[config.mk]
export PLATFORM = sky130hd
export DESIGN_NAME = turn_judge
export DESIGN_NICKNAME = d
export VERILOG_FILES = /design/src/rtl/turn_judge.sv
export SDC_FILE = /design/constraint.sdc
export NUM_CORES = 1
export LEC_CHECK = 0
export BUFFER_PORTS_ARGS = -buffer_cell sky130_fd_sc_hd__buf_2
export CAP_MARGIN = 40
export CORE_MARGIN = 4
export CORE_UTILIZATION = 45
export CTS_CLUSTER_DIAMETER = 50
export CTS_CLUSTER_SIZE = 20
export DETAILED_ROUTE_END_ITERATION = 7
export MAX_ROUTING_LAYER = met4
export PLACE_DENSITY = 0.71
export RECOVER_POWER = 100
export SETUP_SLACK_MARGIN = 0.15
export SYNTH_ARGS = -nofsm -noshare
export SYNTH_HDL_FRONTEND = slang
export SYNTH_SLANG_ARGS = --single-unit
[constraint.sdc]
create_clock -name clk -period 3 [get_ports clk]
set_input_delay 0.6 -clock clk [delete_from_list [all_inputs] [get_ports clk]]
set_output_delay 0.6 -clock clk [all_outputs]
set_load 0.01 [all_outputs]
[src/rtl/turn_judge.sv]
// turn_judge: referee for one Chicken Cha-Cha-Cha turn.
// Judges card flips against the next track tile, advances chicks,
// requests the turn hand-off and latches the winner.
//
//  state       | meaning
//  ------------+-----------------------------------------------------------
//  S_IDLE      | no game running; waits for start
//  S_WAIT_FLIP | owner may flip a card; timeout counter running
//  S_JUDGE     | compare the registered card image with the next tile
//  S_PASS      | issue the single-cycle next-turn request
//  S_WAIT_TURN | wait for cur_player to move away from the turn owner
//  S_WIN       | game over; winner held until the next start
module turn_judge #(
    parameter int NUM_CARDS = 12,
    parameter int TRACK_LEN = 24,
    parameter int POS_W     = 5,
    parameter int IMG_W     = 4,
    parameter int TIMEOUT   = 1000
) (
    input  logic                   clk,
    input  logic                   rst,
    input  logic [1:0]             num_players,
    input  logic [1:0]             cur_player,
    input  logic                   start,
    input  logic                   flip_valid,
    input  logic [3:0]             flip_idx,
    input  logic [IMG_W-1:0]       flip_image,
    input  logic [IMG_W-1:0]       tile_image,
    output logic [POS_W-1:0]       tile_addr,
    output logic                   statecombo_next_turn,
    output logic                   hit,
    output logic                   miss,
    output logic                   flip_reject,
    output logic [NUM_CARDS-1:0]   flipped_mask,
    output logic [4*POS_W-1:0]     pos_flat,
    output logic                   winner_valid,
    output logic [1:0]             winner_id
);

    // The turn timer is a down-counter: loaded with TIMEOUT-1 on entry to
    // S_WAIT_FLIP, a flip-less cycle at zero is the timeout.
    localparam int                   TMR_W     = (TIMEOUT > 1) ? $clog2(TIMEOUT) : 1;
    localparam logic [TMR_W-1:0]     TMR_LOAD  = TMR_W'(TIMEOUT - 1);
    localparam logic [POS_W-1:0]     POS_LAST  = POS_W'(TRACK_LEN - 1);
    localparam logic [NUM_CARDS-1:0] MASK_FULL = '1;

    typedef enum logic [2:0] {
        S_IDLE,
        S_WAIT_FLIP,
        S_JUDGE,
        S_PASS,
        S_WAIT_TURN,
        S_WIN
    } state_t;

    state_t               state_q, state_d;
    logic [1:0]           owner_q, owner_d;
    logic [POS_W-1:0]     pos_q [4];
    logic [POS_W-1:0]     pos_d [4];
    logic [NUM_CARDS-1:0] mask_d;
    logic [TMR_W-1:0]     timer_q, timer_d;
    logic [IMG_W-1:0]     img_q, img_d;
    logic                 hit_d, miss_d, reject_d, next_turn_d;
    logic                 win_valid_d;
    logic [1:0]           win_id_d;
    logic [POS_W-1:0]     tile_addr_d;

    logic [2:0]           player_cnt;
    logic [1:0]           cur_eff;
    logic                 idx_ok;
    logic [NUM_CARDS-1:0] idx_onehot;
    logic                 flip_accept;
    logic [POS_W-1:0]     owner_next_tile;

    function automatic logic [POS_W-1:0] next_tile(input logic [POS_W-1:0] p);
        return (p == POS_LAST) ? '0 : p + POS_W'(1);
    endfunction

    // An out-of-range turn index from the turn logic falls back to player 0.
    assign player_cnt = (num_players == 2'b11) ? 3'd4 : {1'b0, num_players} + 3'd2;
    assign cur_eff    = ({1'b0, cur_player} < player_cnt) ? cur_player : 2'd0;

    assign idx_ok          = int'(flip_idx) < NUM_CARDS;
    assign idx_onehot      = idx_ok ? (NUM_CARDS'(1) << flip_idx) : '0;
    assign flip_accept     = (state_q == S_WAIT_FLIP) && flip_valid && idx_ok &&
                             ((flipped_mask & idx_onehot) == '0);
    assign owner_next_tile = next_tile(pos_q[owner_q]);

    for (genvar p = 0; p < 4; p++) begin : g_pos_flat
        assign pos_flat[p*POS_W +: POS_W] = pos_q[p];
    end

    // Next-state and next-output decode for the turn sequencer.
    always_comb begin
        state_d     = state_q;
        owner_d     = owner_q;
        pos_d       = pos_q;
        mask_d      = flipped_mask;
        timer_d     = timer_q;
        img_d       = img_q;
        hit_d       = 1'b0;
        miss_d      = 1'b0;
        next_turn_d = 1'b0;
        win_valid_d = winner_valid;
        win_id_d    = winner_id;

        case (state_q)
            S_IDLE: begin
                if (start) begin
                    owner_d = cur_eff;
                    mask_d  = '0;
                    timer_d = TMR_LOAD;
                    state_d = S_WAIT_FLIP;
                end
            end
            S_WAIT_FLIP: begin
                if (flip_accept) begin
                    mask_d  = flipped_mask | idx_onehot;
                    img_d   = flip_image;
                    state_d = S_JUDGE;
                end else if (timer_q == '0) begin
                    miss_d  = 1'b1;
                    state_d = S_PASS;
                end else begin
                    timer_d = timer_q - TMR_W'(1);
                end
            end
            S_JUDGE: begin
                if (img_q == tile_image) begin
                    hit_d           = 1'b1;
                    pos_d[owner_q]  = owner_next_tile;
                    // Landing back on tile 0 beats a full mask: the lap is won.
                    if (owner_next_tile == '0) begin
                        win_valid_d = 1'b1;
                        win_id_d    = owner_q;
                        state_d     = S_WIN;
                    end else if (flipped_mask == MASK_FULL) begin
                        state_d = S_PASS;
                    end else begin
                        timer_d = TMR_LOAD;
                        state_d = S_WAIT_FLIP;
                    end
                end else begin
                    miss_d  = 1'b1;
                    state_d = S_PASS;
                end
            end
            S_PASS: begin
                next_turn_d = 1'b1;
                state_d     = S_WAIT_TURN;
            end
            S_WAIT_TURN: begin
                if (cur_eff != owner_q) begin
                    owner_d = cur_eff;
                    mask_d  = '0;
                    timer_d = TMR_LOAD;
                    state_d = S_WAIT_FLIP;
                end
            end
            S_WIN: begin
                if (start) begin
                    for (int p = 0; p < 4; p++) pos_d[p] = '0;
                    win_valid_d = 1'b0;
                    win_id_d    = 2'd0;
                    owner_d     = cur_eff;
                    mask_d      = '0;
                    timer_d     = TMR_LOAD;
                    state_d     = S_WAIT_FLIP;
                end
            end
            default: state_d = S_IDLE;
        endcase

        // Any flip that did not start a judgement is reported, whatever the state.
        reject_d    = flip_valid && !flip_accept;
        tile_addr_d = next_tile(pos_d[owner_d]);
    end

    // State, game data and registered pulse/level outputs.
    always_ff @(posedge clk) begin
        if (rst) begin
            state_q              <= S_IDLE;
            owner_q              <= 2'd0;
            for (int p = 0; p < 4; p++) pos_q[p] <= '0;
            flipped_mask         <= '0;
            timer_q              <= '0;
            img_q                <= '0;
            hit                  <= 1'b0;
            miss                 <= 1'b0;
            flip_reject          <= 1'b0;
            statecombo_next_turn <= 1'b0;
            winner_valid         <= 1'b0;
            winner_id            <= 2'd0;
            tile_addr            <= '0;
        end else begin
            state_q              <= state_d;
            owner_q              <= owner_d;
            for (int p = 0; p < 4; p++) pos_q[p] <= pos_d[p];
            flipped_mask         <= mask_d;
            timer_q              <= timer_d;
            img_q                <= img_d;
            hit                  <= hit_d;
            miss                 <= miss_d;
            flip_reject          <= reject_d;
            statecombo_next_turn <= next_turn_d;
            winner_valid         <= win_valid_d;
            winner_id            <= win_id_d;
            tile_addr            <= tile_addr_d;
        end
    end

endmodule

## Word-level counts from Yosys, hierarchy flattened

Cells that the tools add are included.

| word-level totals | value |
|---|---|
| bits in latches | 0 |
| register bits | 63 |
| bits in writable memories | 0 |
| memories | 0 |
| output and inout port bits | 44 |
| ROM bits | 0 |

| cells by class | value |
|---|---|
| bitwise operators | 5 |
| reductions and logical operators | 21 |
| equal/unequal tests | 22 |
| $add $sub $neg | 4 |
| div/mod/pow operators | 0 |
| multipliers | 0 |
| mux-type cells | 53 |
| $lt $le $gt $ge | 5 |
| shift operators | 1 |

Operator list:

| operator | number |
|---|---|
| 10-bit 2-to-1 mux | 7 |
| 12-bit 2-to-1 mux | 4 |
| 20-bit 2-to-1 mux | 2 |
| 10-bit case mux with 4 select lines | 1 |
| 20-bit case mux with 2 select lines | 1 |
| 12-bit case mux with 3 select lines | 1 |
| 5-bit 2-to-1 mux | 6 |
| 3-bit 2-to-1 mux | 7 |
| 5-bit binary-select mux with 2-bit select | 2 |
| 20-bit bitwise mux | 1 |
| 2-bit inequality test, second input constant | 9 |
| 3-bit case mux with 5 select lines | 1 |
| 2-bit 2-to-1 mux | 7 |
| 12-bit AND | 1 |
| 12-bit equality test, second input constant | 1 |
| 12-bit logical NOT | 1 |
| 12-bit OR | 1 |
| 1-bit by 4-bit << shifter with 12-bit output, first input constant | 1 |
| 5-bit by 1-bit adder with 5-bit output, second input constant | 2 |
| 5-bit demux with 2-bit select | 1 |
| 5-bit equality test, second input constant | 2 |
| 10-bit logical NOT | 1 |
| 10-bit by 1-bit subtractor with 10-bit output, second input constant | 1 |
| 1-bit 2-to-1 mux | 8 |
| other kinds (29) | 42 |

## Logic depth before layout (Yosys ltp)

| logic depth | value |
|---|---|
| depth after elaboration | 14 |
| mapped depth | 11 |

## Worst setup path before layout

Ideal clock, no wire load.

| timing path | value |
|---|---|
| path type | register to register |
| start point | register owner_q[1] |
| end point | register tile_addr[4] |
| buffers on the path | 1 |
| path slack | -0.139 ns |
| data arrival time | 3.068 ns |
| required time | 2.929 ns |
| stages on the path, launching flop included | 12 |
| cell sequence | dfxtp_1 clkbuf_1 mux4_2 ha_1 and4b_4 nor4_4 a2111oi_0 nor4_2 ha_1 o21ai_0 or3_1 a21oi_1 |

| between the ends | value |
|---|---|
| cells in the longest elaborated chain, start to end | 14 |
| elaborated cells on any way between the ends | 26 |
| classes of those cells | add/sub (2); order compare (2); eq/ne (3); mux (15); bitwise (2); reduce/logical (2) |

Ends and longest elaborated chain:

| what | line | source |
|---|---|---|
| from (decl) | 57 | `logic [1:0] owner_q, owner_d;` |
| from (signal assigned) | 197 | `owner_q <= owner_d;` |
| 2-bit NOT with 3-bit output (not written as such) | 87, 131 |  |
| 5-bit binary-select mux with 2-bit select | 87 | `assign owner_next_tile = next_tile(pos_q[owner_q]);` |
| 5-bit 2-to-1 mux (not written as such) (2 in a row) | 87 |  |
| 5-bit by 1-bit adder with 5-bit output / 5-bit equality test (equally long branches) | 76 | `return (p == POS_LAST) ? '0 : p + POS_W'(1);` |
| 5-bit 2-to-1 mux | 76 |  |
| 20-bit bitwise mux | 131 | `pos_d[owner_q] = owner_next_tile;` |
| 20-bit 2-to-1 mux | 129 | `if (img_q == tile_image) begin` |
| 20-bit case mux with 2 select lines | 107 | `case (state_q)` |
| 5-bit binary-select mux with 2-bit select (*) | 176 | `tile_addr_d = next_tile(pos_d[owner_d]);` |
| 5-bit 2-to-1 mux (not written as such) (*) (2 in a row) | 176 |  |
| parallel branches: the longest is 2 deep, another holds 5-bit by 1-bit adder with 5-bit output | - |  |
| to (signal assigned) | 208 | `tile_addr <= tile_addr_d;` |
| to (decl) | 29 | `output logic [POS_W-1:0] tile_addr,` |

Every way passes the cells marked *. The select of a mux whose other input is x is not followed.
A chain may end at the register's enable or synchronous reset.

## Worst setup path in the final report

| timing path | value |
|---|---|
| start point | register owner_q[0] |
| end point | register tile_addr[2] |

Same word-level chain as after synthesis.

==> impl_metrics.yaml <==
run_status:
  outcome: "complete, no violations"
clocking:
  clock_latency_ps: 350
  htree_num_levels: 3
  cts_buffers: 9
  postCtsHoldBufs: 0
  cts_tree: "done"
  clock_path_buffers: 2
  ctsRootBufferMaster: "clkbuf_8"
  clock_sinks: 63
  clkSlewWorstSetupHoldPaths_ps: 80
layout:
  drive_gt1_share_pct: 28.91
  synthToLayoutAreaGrowth_pct: 35.01
  n_fill_cell: 656
  stdcell_area_um2: 4676
  multiInputGateArea_um2: 2251
  fin_nets: 562
  regArea_um2: 1265
  num_antenna_cells: 0
placed_design:
  dp_hpwl_mm: 8.045
  post_dp_cell_area_um2: 4337
  place_congestion: 0.9773
  dp_slack_ps: -158.8
  io_buffers: 63
yosys:
  ys_warn_count: 0
  syn-cell-area_um2: 3463
  synth-main-ff-cell: "dfxtp_1"
  synth_cell_type_count: 61
  ys_async_sr_fraction_pct: 0
  yosysSeqAreaShare_pct: 36.42
  syn_area_per_cell_um2: 8.427
  synth_edf_count: 0
  ys_seq_elements: 63
  synth_nets: 435
  synth_cells: 411
worst_setup_path:
  cp.arrival_ps: 3190
  worstSetupEndpointType: "register"
  cp_max_fo: 6
  crit_required_ps: 3240
  path_class: "reg2reg"
  start_kind: "register"
sta:
  hold_violations: 0
  setup_slack_ps: 45.32
  slew_headroom_pct: 65.88
  whs_ps: 478.3
  clock.fmax_mhz: 338.4
  drv_slew: 0
  setup_violations: 0
  fin_setup_tns_ps: 0
  finalCritPeriodShare_pct: 98.49
  final.min_clock_period_ps: 2955
  grt_setup_unrepaired: "yes"
  fin_worst_skew_ps: 13.30
  tightest_slew_ps: 507.3
drt:
  vias: 3784
  drc: 0
  routed_via_density: 5.894
  antenna_left: 0
  wl_per_cell_um: 17.26
  firstDrtPassIters: 5
  drt-initial-drc-count: 266
  wirelength_mm: 11.08
global_route:
  grt_usage_pct: 25.08
  grt-ovfl-total: 0
  grt_max_degree: 23
  grt_pass1_wl_mm: 17.41
  grt_pass1_vias: 3567
  antenna_found_initial: 0
floorplanning:
  io_pins: 64
  rows: 31
  start_util_pct: 46.99
  die_x_um: 95.73
  dieArea_um2: 9164
  die_h_um: 95.73
  core_um2: 7370
power:
  finalPower_uw: 2479
  power_leakage_uw: 0.001787
  ir_drop_mv: 0.2766
  p_per_area_nw_per_um2: 530.1
flow_run:
  cap_violations: 0
worst_hold_path:
  hold_path.class: "reg2reg"
## worst paths after layout
check / start / endpoint / slack, ps / cells past startpoint
worst max register to register: owner_q[0] / tile_addr[2] / 50 / 11
worst min-delay path: winner_id[1] / winner_id[1] / 480 / 2
worst min register to register: winner_id[1] / winner_id[1] / 480 / 2
worst max-delay path: owner_q[0] / tile_addr[2] / 50 / 11
## area by class of cell
cell class / instances / area share (%)
multi-input combinational: 317 / 48.14
inverter: 9 / 0.7225
clock inverter: 7 / 1.204
timing repair buffer: 138 / 17.58
tap: 99 / 2.649
clock buffer: 9 / 2.649
sequential: 63 / 27.05
## critical path, cell delays in order (launching register included)
cell,delay [ps]
dfxtp_4,380
mux4_2,590
ha_4,200
buf_4,150
xor2_2,240
and3_4,250
a22oi_1,100
buf_4,170
a211o_1,300
o32ai_2,160
a31oi_4,140
and3b_1,180
## logic make-up after synthesis
group	synth area share, %
flip-flops	36.42
AND/OR/NAND/NOR	24.28
buffers and inverters	3.685
XOR/XNOR	2.276
AO/OA/AOI/OAI	23.88
multiplexers	8.020
adder cells (fa/ha/maj)	1.445
## synthesized netlist by cell type (all sizes together), types with 2 or more instances
master,count,area share (%)
a2111oi,8,2.1
a2bb2oi,3,0.76
nor2,58,6.3
nand4,4,0.72
and4,5,1.3
a31oi,12,2.2
a211o,2,0.51
and3,3,0.54
a221oi,3,0.76
mux2,4,1.3
mux4,5,3.3
and3b,2,0.51
dfxtp,63,36
nor4,8,2.1
and2,2,0.36
nand2b,11,2.0
a21boi,2,0.43
o22ai,2,0.36
nor3,8,1.2
a311oi,7,1.8
nor2b,9,1.6
clkbuf,18,2.0
nand3,7,1.0
buf,4,0.76
ha,4,1.4
xnor2,7,1.8
o21ai,10,1.4
a21oi,46,6.8
a22oi,5,1.1
inv,9,0.98
nor3b,4,0.87
nand2,27,2.9
or3,3,0.54
mux2i,12,3.5
a211oi,6,1.3
or2,3,0.54
xor2,2,0.51
o311a,6,1.7
a31o,2,0.51
## state kept, by name, indices dropped and copies added, names as in the netlist, 2 cells and up
name          count
flipped_mask     12
img_q             4
owner_q           2
pos_flat         20
state_q           3
tile_addr         5
timer_q          10
winner_id         2
## what timing repair did
action	4_1_cts	5_1_grt
pin swaps	10	7
buffers inserted	3	2
setup endpoints to repair	5	10
resized for setup	23	16
endpoints found under the hold margin	0	0
## routing by layer
metal / vias to the layer above / wire [µm] / track usage [%]
met5: - / 0 / -
li1: 1790 / - / -
met4: 0 / 162 / 8.057
met3: 17 / 868 / 6.177
met2: 166 / 5131 / 37.98
met1: 1811 / 4917 / 32.93
## placed cells by master (no fill, tap or decap), types with 3 or more instances in the layout
master,n
buf_4,70
dfxtp_1,62
nor2_1,58
clkbuf_1,45
a21oi_1,44
nand2_1,27
buf_2,21
mux2i_1,12
nand2b_1,11
a31oi_1,11
inv_1,9
nor2b_1,9
clkbuf_8,9
o21ai_0,8
xnor2_1,7
nand3_1,7
nor3_1,7
a2111oi_2,6
o311a_1,6
a311oi_1,6
mux4_2,5
and4_1,5
a22oi_1,5
nor3b_1,4
mux2_2,4
nand4_1,4
nor4_2,4
a211oi_1,4
clkinvlp_4,4
or2_2,3
nor4_1,3
or3_1,3
a221oi_1,3
## where the power goes
part	switching (µW)	internal (µW)
Clock	378	306
Sequential	66.9	908
Combinational	453	367
## per-stage QoR
stage	utilization, %	instances
floorplan	-	411
global placement	58.85	621
detailed placement	58.85	621
CTS	62.94	640
global route	63.45	642
finish	63.45	642
No activity file was read; power rests on OpenSTA's default activity.
